$ cat src/rtl/irq_sched.sv
// Fixed-priority machine interrupt scheduler (MEI > MSI > MTI) with an IDLE/REQ/SERVICE handshake.
// Define IRQ_SCHED_TIMER_EN to build the internal 64-bit mtime/mtimecmp timer; otherwise mtip_i is used.
module irq_sched #(
  parameter int SYNC_STAGES = 2,
  parameter int TIMER_DIV   = 1
) (
  input  logic        clk,
  input  logic        rst_n,
  input  logic        meip_i,
  input  logic        msip_i,
  input  logic        mtip_i,
  input  logic [31:0] mie_i,
  input  logic        global_int_en_i,
  input  logic        busy_i,
  output logic        irq_req_o,
  output logic [31:0] irq_cause_o,
  input  logic        irq_ack_i,
  input  logic        mret_i,
  input  logic        tmr_we_i,
  input  logic [1:0]  tmr_sel_i,
  input  logic [31:0] tmr_wdata_i,
  output logic [63:0] mtime_o,
  output logic [63:0] mtimecmp_o
);

  localparam logic [31:0] CAUSE_MEI = 32'h8000_000B;
  localparam logic [31:0] CAUSE_MSI = 32'h8000_0003;
  localparam logic [31:0] CAUSE_MTI = 32'h8000_0007;

  typedef enum logic [1:0] {
    IDLE,
    REQ,
    SERVICE
  } state_t;

  state_t      state_q;
  state_t      state_d;
  logic        load_cause;
  logic [SYNC_STAGES-1:0] meip_sync_q;
  logic        meip_s;
  logic        mtip;
  logic        any_elig;
  logic [31:0] win_cause;

  // meip_i is asynchronous; only the last synchronizer stage is trusted
  always_ff @(posedge clk or negedge rst_n) begin
    if (!rst_n) begin
      meip_sync_q <= '0;
    end else begin
      meip_sync_q <= {meip_sync_q[SYNC_STAGES-2:0], meip_i};
    end
  end

  assign meip_s = meip_sync_q[SYNC_STAGES-1];

`ifdef IRQ_SCHED_TIMER_EN
  logic [63:0] mtime_q;
  logic [63:0] mtimecmp_q;
  logic [7:0]  div_cnt_q;
  logic        div_tick;
  logic        unused_timer;

  assign div_tick = (div_cnt_q == 8'(TIMER_DIV - 1));

  // A write to either mtime half takes precedence over the increment and restarts the divider
  always_ff @(posedge clk or negedge rst_n) begin
    if (!rst_n) begin
      mtime_q    <= '0;
      mtimecmp_q <= '1;
      div_cnt_q  <= '0;
    end else begin
      if (tmr_we_i && (tmr_sel_i == 2'd0)) begin
        mtime_q[31:0] <= tmr_wdata_i;
        div_cnt_q     <= '0;
      end else if (tmr_we_i && (tmr_sel_i == 2'd1)) begin
        mtime_q[63:32] <= tmr_wdata_i;
        div_cnt_q      <= '0;
      end else if (div_tick) begin
        mtime_q   <= mtime_q + 64'd1;
        div_cnt_q <= '0;
      end else begin
        div_cnt_q <= div_cnt_q + 8'd1;
      end
      if (tmr_we_i && (tmr_sel_i == 2'd2)) begin
        mtimecmp_q[31:0] <= tmr_wdata_i;
      end
      if (tmr_we_i && (tmr_sel_i == 2'd3)) begin
        mtimecmp_q[63:32] <= tmr_wdata_i;
      end
    end
  end

  assign mtip         = (mtime_q >= mtimecmp_q);
  assign mtime_o      = mtime_q;
  assign mtimecmp_o   = mtimecmp_q;
  assign unused_timer = mtip_i;
`else
  logic unused_timer;

  assign mtip         = mtip_i;
  assign mtime_o      = '0;
  assign mtimecmp_o   = '0;
  assign unused_timer = ^{tmr_we_i, tmr_sel_i, tmr_wdata_i};
`endif

  logic unused_mie;
  assign unused_mie = ^{mie_i[31:12], mie_i[10:8], mie_i[6:4], mie_i[2:0]};

  always_comb begin
    any_elig  = 1'b1;
    win_cause = CAUSE_MEI;
    if (global_int_en_i && meip_s && mie_i[11]) begin
      win_cause = CAUSE_MEI;
    end else if (global_int_en_i && msip_i && mie_i[3]) begin
      win_cause = CAUSE_MSI;
    end else if (global_int_en_i && mtip && mie_i[7]) begin
      win_cause = CAUSE_MTI;
    end else begin
      any_elig = 1'b0;
    end
  end

  always_ff @(posedge clk or negedge rst_n) begin
    if (!rst_n) begin
      state_q <= IDLE;
    end else begin
      state_q <= state_d;
    end
  end

  // Ack only matters in REQ and mret only in SERVICE; everything else holds
  always_comb begin
    state_d    = state_q;
    load_cause = 1'b0;
    case (state_q)
      IDLE: begin
        if (any_elig && !busy_i) begin
          state_d    = REQ;
          load_cause = 1'b1;
        end
      end
      REQ: begin
        if (irq_ack_i) begin
          state_d = SERVICE;
        end
      end
      SERVICE: begin
        if (mret_i) begin
          state_d = IDLE;
        end
      end
      default: begin
        state_d = IDLE;
      end
    endcase
  end

  always_ff @(posedge clk or negedge rst_n) begin
    if (!rst_n) begin
      irq_cause_o <= '0;
    end else if (load_cause) begin
      irq_cause_o <= win_cause;
    end
  end

  assign irq_req_o = (state_q == REQ);

endmodule

$ cat config.mk
export PLATFORM = sky130hd
export DESIGN_NAME = irq_sched
export DESIGN_NICKNAME = d
export VERILOG_FILES = /design/src/rtl/irq_sched.sv
export SDC_FILE = /design/constraint.sdc
export NUM_CORES = 1
export LEC_CHECK = 0
export ABC_AREA = 1
export BUFFER_PORTS_ARGS = -buffer_cell sky130_fd_sc_hd__buf_4
export CAP_MARGIN = 20
export CORE_AREA = 2 2 91 93
export CTS_BUF_LIST = sky130_fd_sc_hd__clkbuf_2
export CTS_CLUSTER_SIZE = 16
export DETAILED_ROUTE_END_ITERATION = 10
export DIE_AREA = 0 0 93 95
export PLACE_DENSITY = 0.65
export SLEW_MARGIN = 20
export SYNTH_ARGS = -nofsm -noshare
export SYNTH_HDL_FRONTEND = slang
export SYNTH_SLANG_ARGS = --single-unit
$ cat constraint.sdc
create_clock -name clk -period 2.4 [get_ports clk]
set_clock_uncertainty 0.15 [all_clocks]
set_input_delay 0.36 -clock clk [delete_from_list [all_inputs] [get_ports clk]]
set_output_delay 0.36 -clock clk [all_outputs]
set_load 0.03 [all_outputs]
==> flow_metrics.env, run 1 <==
export IMPL_initial_core_util=0.1916
export IMPL_cts_htree_levels=1
export IMPL_num_rows=33
export IMPL_tritoncts="yes"
export IMPL_synth_distinct_cells=18
export IMPL_timing_setup_tns_ns=0
export IMPL_holdWs_ns=0.08026
export IMPL_hold_class="in -> reg"
export IMPL_final_nets=286
export IMPL_gp_congestion=0.6780
export IMPL_portBuffers=17
export IMPL_post_route_period_util=0.6405
export IMPL_p_leak_nw=0.7803
export IMPL_max_vdd_ir_drop_v=0.0003036
export IMPL_avgSynthCellArea_sq_um=7.995
export IMPL_dp_cells=309
export IMPL_end_kind="primary output"
export IMPL_core_sq_mm=0.007928
export IMPL_r2r_cells=6
export IMPL_yosysTopAreaCell="buf_4"
export IMPL_min_period_ns=1.537
export IMPL_fp_dieArea_sq_mm=0.008835
export IMPL_finalPower_mw=0.6881
export IMPL_path_clk_slew_ns=0.07
export IMPL_clock_latency_ns=0.23
export IMPL_grt_max_degree=8
export IMPL_worstSetupPathType="reg -> out"
export IMPL_clockBufferDepth=2
export IMPL_grt_overflow_total=0
export IMPL_crit_path_max_fanout=3
export IMPL_design_area_sq_mm=0.001207
export IMPL_finalMaxSlewViolations=0
export IMPL_setup_viol_count_final=0
export IMPL_grt_use_total=0.02076
export IMPL_antenna_found_initial=0
export IMPL_max_freq_mhz=650.5
export IMPL_grt_pass1_wl_mm=1.428
export IMPL_ys_seq_elements=7
export IMPL_synth_warnings=0
export IMPL_final_util=0.1523
export IMPL_rsz0062_at_grt="no"
export IMPL_hold_viol=0
export IMPL_vias=682
export IMPL_clockRootBuffer="clkbuf_2"
export IMPL_syn_area_sq_mm=0.001519
export IMPL_cp_start_kind="register"
export IMPL_synth_area_top_cells="buf_4 (78%), dfrtp_1 (12%), nand2_4 (2.2%)"
export IMPL_final_cell_count_no_fill=314
export IMPL_firstDrtPassIters=4
export IMPL_synth_top_cell_area_share=0.7759
export IMPL_area_delta_synth_final_pct=-20.51
export IMPL_drtAntennaViolNets=0
export IMPL_hpwl_mm=1.372
export IMPL_antenna_cells=0
export IMPL_numCtsBuffers=3
export IMPL_worst_slack_ns=0.8627
export IMPL_dpl_cell_area_sq_mm=0.001177
export IMPL_remaining_drc_errors=0
export IMPL_clock_sinks=7
export IMPL_layout_drive_gt1_share=0.1483
export IMPL_status="completed"
export IMPL_syn_inst=190
export IMPL_synth_seq_area_share=0.1153
export IMPL_p_per_area_mw_per_mm2=569.9
export IMPL_grt_pass1_vias=365
export IMPL_drv_cap=0
export IMPL_routed_wl_mm=1.432
export IMPL_cp_arrival_ns=1.03
export IMPL_ioPinCount=237
export IMPL_drtIter0Drc=1
export IMPL_cp_required_ns=1.89
export IMPL_post_place_ws_ns=1.110
export IMPL_viasPerCell=2.172
export IMPL_hold_depth=1
export IMPL_die_y_um=95
export IMPL_die_w_um=93
export IMPL_wire_per_inst_um=4.561
## critical path, stage by stage, from the launching register on
cell and delay [ns]:
dfrtp_1 0.42, inv_4 0.06, nor2_2 0.14, buf_4 0.18
## sequential cells by signal (all words and copies together) (netlist names)
signal,count
state_q,2
irq_cause_o,3
meip_sync_q,2
## power by group
group,leakage (nW),internal [mW],switching [mW]
combinational,0.680,0.0550,0.394
sequential,0.0840,0.137,0.0157
clock,0.0166,0.0443,0.0425
## final cells by class
class                      instances  area [sq um]
multi-input combinational        175         721.9
fill                             929          6720
tap                              105         131.4
clock buffer                       4         20.02
inverter                           5         21.27
timing repair buffer              18         137.6
sequential                         7         175.2
## cell usage in the layout, fill, tap and decap left out
| master | synthesis | routed |
|---|---|---|
| nand2_4 | 3 | 3 |
| inv_1 | 2 | 2 |
| o211ai_2 | 1 | 1 |
| nand3_2 | 1 | 1 |
| nor2_1 | 2 | 2 |
| nor2_4 | 1 | 1 |
| nor2_2 | 1 | 1 |
| o31ai_1 | 1 | 1 |
| dlygate4sd3_1 | 0 | 1 |
| inv_4 | 1 | 1 |
| clkbuf_2 | 0 | 4 |
| nand3_1 | 3 | 3 |
| or2_0 | 1 | 1 |
| nand3b_1 | 1 | 1 |
| o21a_1 | 1 | 1 |
| buf_4 | 157 | 17 |
| inv_2 | 2 | 2 |
| nand2_1 | 4 | 4 |
| conb_1 | 1 | 155 |
| dfrtp_1 | 7 | 7 |
## worst paths after layout
check | start | slack [ns] | end
max reg2reg | state_q[1] | 1.26 | irq_cause_o[3]
min | meip_i | 0.08 | meip_sync_q[0]
max | state_q[0] | 0.86 | irq_req_o
max in group asynchronous | rst_n | 1.65 | state_q[0]
min in group asynchronous | rst_n | 0.33 | meip_sync_q[0]
min reg2reg | meip_sync_q[0] | 0.20 | meip_sync_q[1]
## synth_stat cells, drive strengths merged
| library cell | n |
|---|---|
| dfrtp | 7 |
| nor2 | 4 |
| nand3 | 4 |
| o21a | 1 |
| nand3b | 1 |
| buf | 157 |
| inv | 5 |
| o31ai | 1 |
| nand2 | 7 |
| conb | 1 |
| o211ai | 1 |
| or2 | 1 |
## per-layer routing
metal	vias up	wire length, um	global-route usage
met1	292	307	0.01778
met2	87	826	0.04167
li1	301	-	-
met3	2	286	0.004789
met4	0	12	0.01471
met5	-	0	0
## repair_timing
item                      in CTS  in global routing
setup buffers                  0                  0
resized for setup              0                  0
hold endpoints to repair       7                  0
hold buffers                   1                  0
## logic make-up after synthesis
family,Yosys count,share of synthesized area
buf+inv,162,0.7900
simple gates,17,0.07414
compound gates,3,0.01812
flops,7,0.1153
other cells,1,0.002469
Power figures use the tool's default switching activity.
==> run 2, diff against run 1 <==
Settings changed: ABC_AREA 1 to 0, PLACE_DENSITY 0.65 to 0.67.
Clock period 2.4 ns to 1.4 ns, I/O delays scaled along.
==> run 2 against run 1 <==
Against the previous run: clock power increased by 72%; final cell count fell by 1.9%; sequential cell count did not move.
==> flow_metrics.env, run 2 <==
export IMPL_status="completed"
export IMPL_portBuffers=17
export IMPL_fp_dieArea_sq_mm=0.008835
export IMPL_cp_slowest_stage_delay_ns=0.55
export IMPL_clock_latency_ns=0.23
export IMPL_largest_register_ffs=3
export IMPL_rsz0062_at_grt="yes"
export IMPL_gp_congestion=0.6684
export IMPL_max_vdd_ir_drop_v=0.0004568
export IMPL_synth_mux_area_frac=0
export IMPL_routed_wl_mm=1.407
export IMPL_hold_class="in -> reg"
export IMPL_synth_top_family_by_area="buffers and inverters"
export IMPL_min_period_ns=1.398
export IMPL_numCtsBuffers=3
export IMPL_dp_cells=302
export IMPL_grt_use_met2=0.03080
export IMPL_syn_inst=182
export IMPL_final_util=0.1488
export IMPL_drtIter0Drc=8
export IMPL_hold_depth=3
export IMPL_synthAdderAreaFrac=0
export IMPL_final_common_cell="conb_1"
export IMPL_rrSetupSlack_ns=0.002
export IMPL_synth_ff_type="dfrtp_1"
export IMPL_final_nets=280
export IMPL_yosysTopAreaCell="buf_4"
export IMPL_viasPerCell=2.172
export IMPL_synth_simple_area_share=0.03240
export IMPL_design_area_sq_mm=0.001180
export IMPL_end_kind="register"
export IMPL_synth_warnings=0
export IMPL_initial_core_util=0.1851
export IMPL_seqCellArea_sq_um=175.2
export IMPL_synth_compound_area_frac=0.04007
export IMPL_cpMaxStageDelayCell="or4b_4"
export IMPL_ys_seq_elements=7
export IMPL_dpl_cell_area_sq_mm=0.001134
export IMPL_synth_top_cell_area_share=0.8031
export IMPL_synth_seq_area_share=0.1194
export IMPL_crit_path_max_fanout=4
export IMPL_path_clk_slew_ns=0.07
export IMPL_antenna_found_initial=0
export IMPL_syn_area_sq_mm=0.001468
export IMPL_post_route_period_util=0.9985
export IMPL_die_y_um=95
export IMPL_core_sq_mm=0.007928
export IMPL_area_delta_synth_final_pct=-19.61
export IMPL_tritoncts="yes"
export IMPL_met3_usage=0.007981
export IMPL_drv_cap=0
export IMPL_ioPinCount=237
export IMPL_synth_xor_area_frac=0
export IMPL_top_regs="irq_cause_o x3, meip_sync_q x2, state_q x2"
export IMPL_nFillCells=940
export IMPL_multi_input_area_sq_um=694.4
export IMPL_grt_max_degree=8
export IMPL_cp_arrival_ns=1.38
export IMPL_wire_per_inst_um=4.568
export IMPL_ys_async_sr_fraction=1.000
export IMPL_final_cell_count_no_fill=308
export IMPL_grt_pass1_vias=299
export IMPL_hold_viol=0
export IMPL_synth_edff_count=0
export IMPL_r2r_cells=3
export IMPL_met1_usage=0.01776
export IMPL_cp_required_ns=1.38
export IMPL_synth_area_top_cells="buf_4 (80%), dfrtp_1 (12%), or4b_4 (0.94%)"
export IMPL_r2r_start="state_q[1]"
export IMPL_cp_start_kind="register"
export IMPL_grt_overflow_total=0
export IMPL_layout_drive_gt1_share=0.1232
export IMPL_max_freq_mhz=715.3
export IMPL_avgSynthCellArea_sq_um=8.064
export IMPL_cts_htree_levels=1
export IMPL_antenna_cells=0
export IMPL_worst_r2r_endpoint="irq_cause_o[3]"
export IMPL_vias=669
export IMPL_clockBufferDepth=2
export IMPL_worstSetupPathType="reg -> reg"
export IMPL_die_w_um=93
export IMPL_min_from="irq_ack_i"
export IMPL_layout_cells_most_common_list="conb_1 (155), buf_4 (18), dfrtp_1 (7)"
export IMPL_top_usage_layer="met2"
export IMPL_drtAntennaViolNets=0
export IMPL_crit_chain="or4b_4 -> o21ai_2 -> nand2_1"
export IMPL_cts_setup_buffers=0
export IMPL_hpwl_mm=1.293
export IMPL_p_leak_nw=0.7377
export IMPL_setup_viol_count_final=0
export IMPL_p_per_area_mw_per_mm2=956.8
export IMPL_firstDrtPassIters=3
export IMPL_regMostFlops="irq_cause_o"
export IMPL_remaining_drc_errors=0
export IMPL_finalMaxSlewViolations=0
export IMPL_num_rows=33
export IMPL_yosysMostFrequentCell="buf_4"
export IMPL_clock_sinks=7
export IMPL_grt_use_total=0.01841
export IMPL_min_to="state_q[1]"
export IMPL_cp_startpoint="state_q[1]"
export IMPL_yosys_top_cells_count="buf_4 (157), dfrtp_1 (7), a21oi_1 (2), nand2_1 (2)"
export IMPL_clockRootBuffer="clkbuf_2"
export IMPL_synth_distinct_cells=18
export IMPL_grt_pass1_wl_mm=1.269
[run 2: power breakdown]
part	switching [mW]	internal, mW	leakage, nW
registers	0.0242	0.231	0.0837
clock network	0.0732	0.0759	0.0166
logic	0.642	0.0826	0.637
[run 2: worst max-delay path by stage]
stage	end	slack [ns]
2_1_floorplan	irq_cause_o[3]	0.04
3_3_place_gp	irq_cause_o[3]	-0.009
3_5_place_dp	irq_cause_o[3]	-0.02
4_1_cts	irq_cause_o[3]	-0.0002
5_1_grt	irq_cause_o[3]	-0.02
6_report	irq_cause_o[3]	0.002
[run 2: kinds of logic (layout without fill, tap and decap cells)]
group                  Yosys count  in the layout
other                            1            155
and+or+nand+nor                  7              7
DFF                              7              7
buffers and inverters          158             25
AOI/OAI and AO/OA                9              9
[run 2: timing repair]
item                                    4_1_cts  5_1_grt
pin swaps                                     2        0
gates resized for setup                       1        1
endpoints found under the hold margin         8        0
endpoints found under the setup margin        2        2
hold buffers                                  2        0
[run 2: cell type report]
type,instances,share of cell area
Multi-Input combinational cell,171,0.5885
Inverter,1,0.003181
Clock buffer,4,0.01697
Sequential cell,7,0.1485
Timing Repair Buffer,20,0.1315
Tap cell,105,0.1113
[run 2: worst max-delay path, delay by kind of cell (launching register included)]
family | cells | cell delay [ns]
AOI/OAI and AO/OA | 1 | 0.12
DFF | 1 | 0.42
and+or+nand+nor | 2 | 0.60
[run 2: layer usage]
layer / wire length (um) / part of all wire
met1: 357 / 0.25
met4: 5 / 0.0036
met2: 752 / 0.53
met5: 0 / 0
met3: 292 / 0.21
[run 2: metrics by stage]
step	worst slack, ns	hold WS (ns)	power [mW]	setup TNS, ns
finish	0.002047	0.05110	1.129	0
global route	-0.01866	0.06529	1.190	-0.02841
CTS	-0.0001829	0.04708	1.119	-0.0001829
detailed placement	-0.01752	-0.1228	0.9636	-0.01752
global placement	-0.008861	-0.1218	0.9628	-0.008861
floorplan	0.03820	-0.2356	1.215	0
==> run 3, diff against run 2 <==
Settings changed: PLACE_DENSITY 0.67 to 0.64.
Clock period 1.4 ns to 1.3 ns, I/O delays scaled along.
==> run 3 against run 2 <==
Against the previous run: the run now ends with setup timing left; register-to-register slack worse by 0.12 ns; cell area is 3.5% higher; clock-buffer cell count stayed put; critical path type unchanged; largest power group unchanged; highest routed layer unchanged.
==> flow_metrics.env, run 3 (synthesis results as in run 2) <==
export IMPL_status="complete, but fails checks"
export IMPL_violations="setup timing"
export IMPL_clockBufferDepth=2
export IMPL_tritoncts="yes"
export IMPL_swShare=0.6454
export IMPL_p_per_area_mw_per_mm2=1028
export IMPL_cpMaxStageDelayCell="or4b_4"
export IMPL_routed_wl_mm=1.470
export IMPL_final_common_cell="conb_1"
export IMPL_finalMaxSlewViolations=0
export IMPL_power_frac_clock=0.130
export IMPL_core_sq_mm=0.007928
export IMPL_wire_per_inst_um=4.727
export IMPL_layout_cells_most_common_list="conb_1 (155), buf_4 (19), dfrtp_1 (7)"
export IMPL_antenna_cells=0
export IMPL_grt_max_degree=8
export IMPL_finalPower_mw=1.255
export IMPL_end_kind="register"
export IMPL_drtAntennaViolNets=0
export IMPL_top_regs="irq_cause_o x3, meip_sync_q x2, state_q x2"
export IMPL_grt_overflow_total=0
export IMPL_antenna_found_initial=0
export IMPL_final_nets=283
export IMPL_numCtsBuffers=3
export IMPL_firstDrtPassIters=3
export IMPL_max_vdd_ir_drop_v=0.0005024
export IMPL_hold_viol=0
export IMPL_max_freq_mhz=706.5
export IMPL_clock_latency_ns=0.24
export IMPL_cts_setup_buffers=0
export IMPL_post_place_ws_ns=-0.09534
export IMPL_p_leak_nw=0.7588
export IMPL_power_internal_mw=0.4451
export IMPL_grt_pass1_vias=413
export IMPL_drtIter0Drc=10
export IMPL_rsz0062_at_grt="yes"
export IMPL_combinationalPowerShare=0.650
export IMPL_hold_class="in -> reg"
export IMPL_hpwl_mm=1.350
export IMPL_vias=692
export IMPL_setup_viol_count_final=4
export IMPL_clockRootBuffer="clkbuf_2"
export IMPL_post_route_period_util=1.089
export IMPL_largest_register_ffs=3
export IMPL_num_rows=33
export IMPL_crit_path_max_fanout=3
export IMPL_cp_arrival_ns=1.38
export IMPL_nFillCells=921
export IMPL_worstSetupPathType="reg -> reg"
export IMPL_critPathTopFamily="simple AND/OR/NAND/NOR gates"
export IMPL_final_util=0.1540
export IMPL_portBuffers=17
export IMPL_worst_slack_ns=-0.1153
export IMPL_initial_core_util=0.1851
export IMPL_clock_sinks=7
export IMPL_viasPerCell=2.225
export IMPL_cp_start_kind="register"
export IMPL_grt_use_total=0.02260
export IMPL_ioPinCount=237
export IMPL_regMostFlops="irq_cause_o"
export IMPL_power_net_switching_mw=0.8101
export IMPL_die_w_um=93
export IMPL_path_clk_slew_ns=0.08
export IMPL_cp_slowest_stage_delay_ns=0.55
export IMPL_cp_required_ns=1.27
export IMPL_crit_chain="or4b_4 -> o21ai_2 -> nand2_1"
export IMPL_p_seq_frac=0.219
export IMPL_cts_htree_levels=1
export IMPL_area_delta_synth_final_pct=-16.79
export IMPL_crit_buf_inv=0
export IMPL_drv_cap=0
export IMPL_remaining_drc_errors=0
export IMPL_min_period_ns=1.415
export IMPL_die_y_um=95
export IMPL_layout_drive_gt1_share=0.1408
export IMPL_grt_pass1_wl_mm=1.600
export IMPL_fp_dieArea_sq_mm=0.008835
export IMPL_gp_congestion=0.6873
-- run 3: cell types whose count changed in the layout (fill, tap and decap cells not counted) --
cell / delta
nor4b_1: -1
nor4b_2: +1
buf_4: +1
nor2b_2: -1
buf_6: +2
nor2b_4: +1
-- run 3: per-layer routing --
metal,routed length [um],vias up,track usage
li1,-,300,-
met1,301,305,0.01730
met2,884,85,0.04771
met3,275,2,0.006385
met4,9,0,0.01471
met5,0,-,0
-- run 3: area by class of cell --
class,instances,area (sq um),area share
multi-input combinational,171,705.7,0.5779
inverter,1,3.754,0.003074
tap,105,131.4,0.1076
clock buffer,4,20.02,0.01639
sequential,7,175.2,0.1434
timing repair buffer,23,185.2,0.1516
-- run 3: power by group through the flow --
stage	combinational, mW	sequential (mW)	clock [mW]
after CTS	0.800	0.271	0.164
after detailed placement	0.784	0.274	0
final	0.816	0.275	0.164
after global routing	0.865	0.281	0.184
after floorplan	0.999	0.310	0
after global placement	0.779	0.272	0
-- run 3: worst min-delay path: stages --
cell and delay (ns):
buf_4 0.08, nand2_1 0.04, o21ai_0 0.08
-- run 3: path summary, 6_finish.rpt --
kind,from,to,slack [ns],depth (start not counted)
setup / recovery,state_q[1],irq_cause_o[3],-0.12,3
hold / removal,irq_ack_i,state_q[1],0.05,3
setup reg to reg,state_q[1],irq_cause_o[3],-0.12,3
hold reg to reg,meip_sync_q[0],meip_sync_q[1],0.22,0
max in group asynchronous,rst_n,meip_sync_q[1],0.72,2
min in group asynchronous,rst_n,irq_cause_o[2],0.15,2
-- run 3: repair_timing --
item	CTS	global route
hold buffers	2	0
hold endpoints to repair	8	0
setup endpoints to repair	5	5
resized for setup	3	3
pin swaps	0	1
-- run 3: stage by stage --
stage	TNS (ns)	instances	cell area, sq um	hold slack (ns)
5_1_grt	-0.5349	311	1221	0.04427
6_report	-0.2893	311	1221	0.05159
3_3_place_gp	-0.06272	305	1156	-0.1415
3_5_place_dp	-0.1463	305	1156	-0.1383
4_1_cts	-0.2954	311	1207	0.06032
2_1_floorplan	-0.04052	336	2046	-0.2506
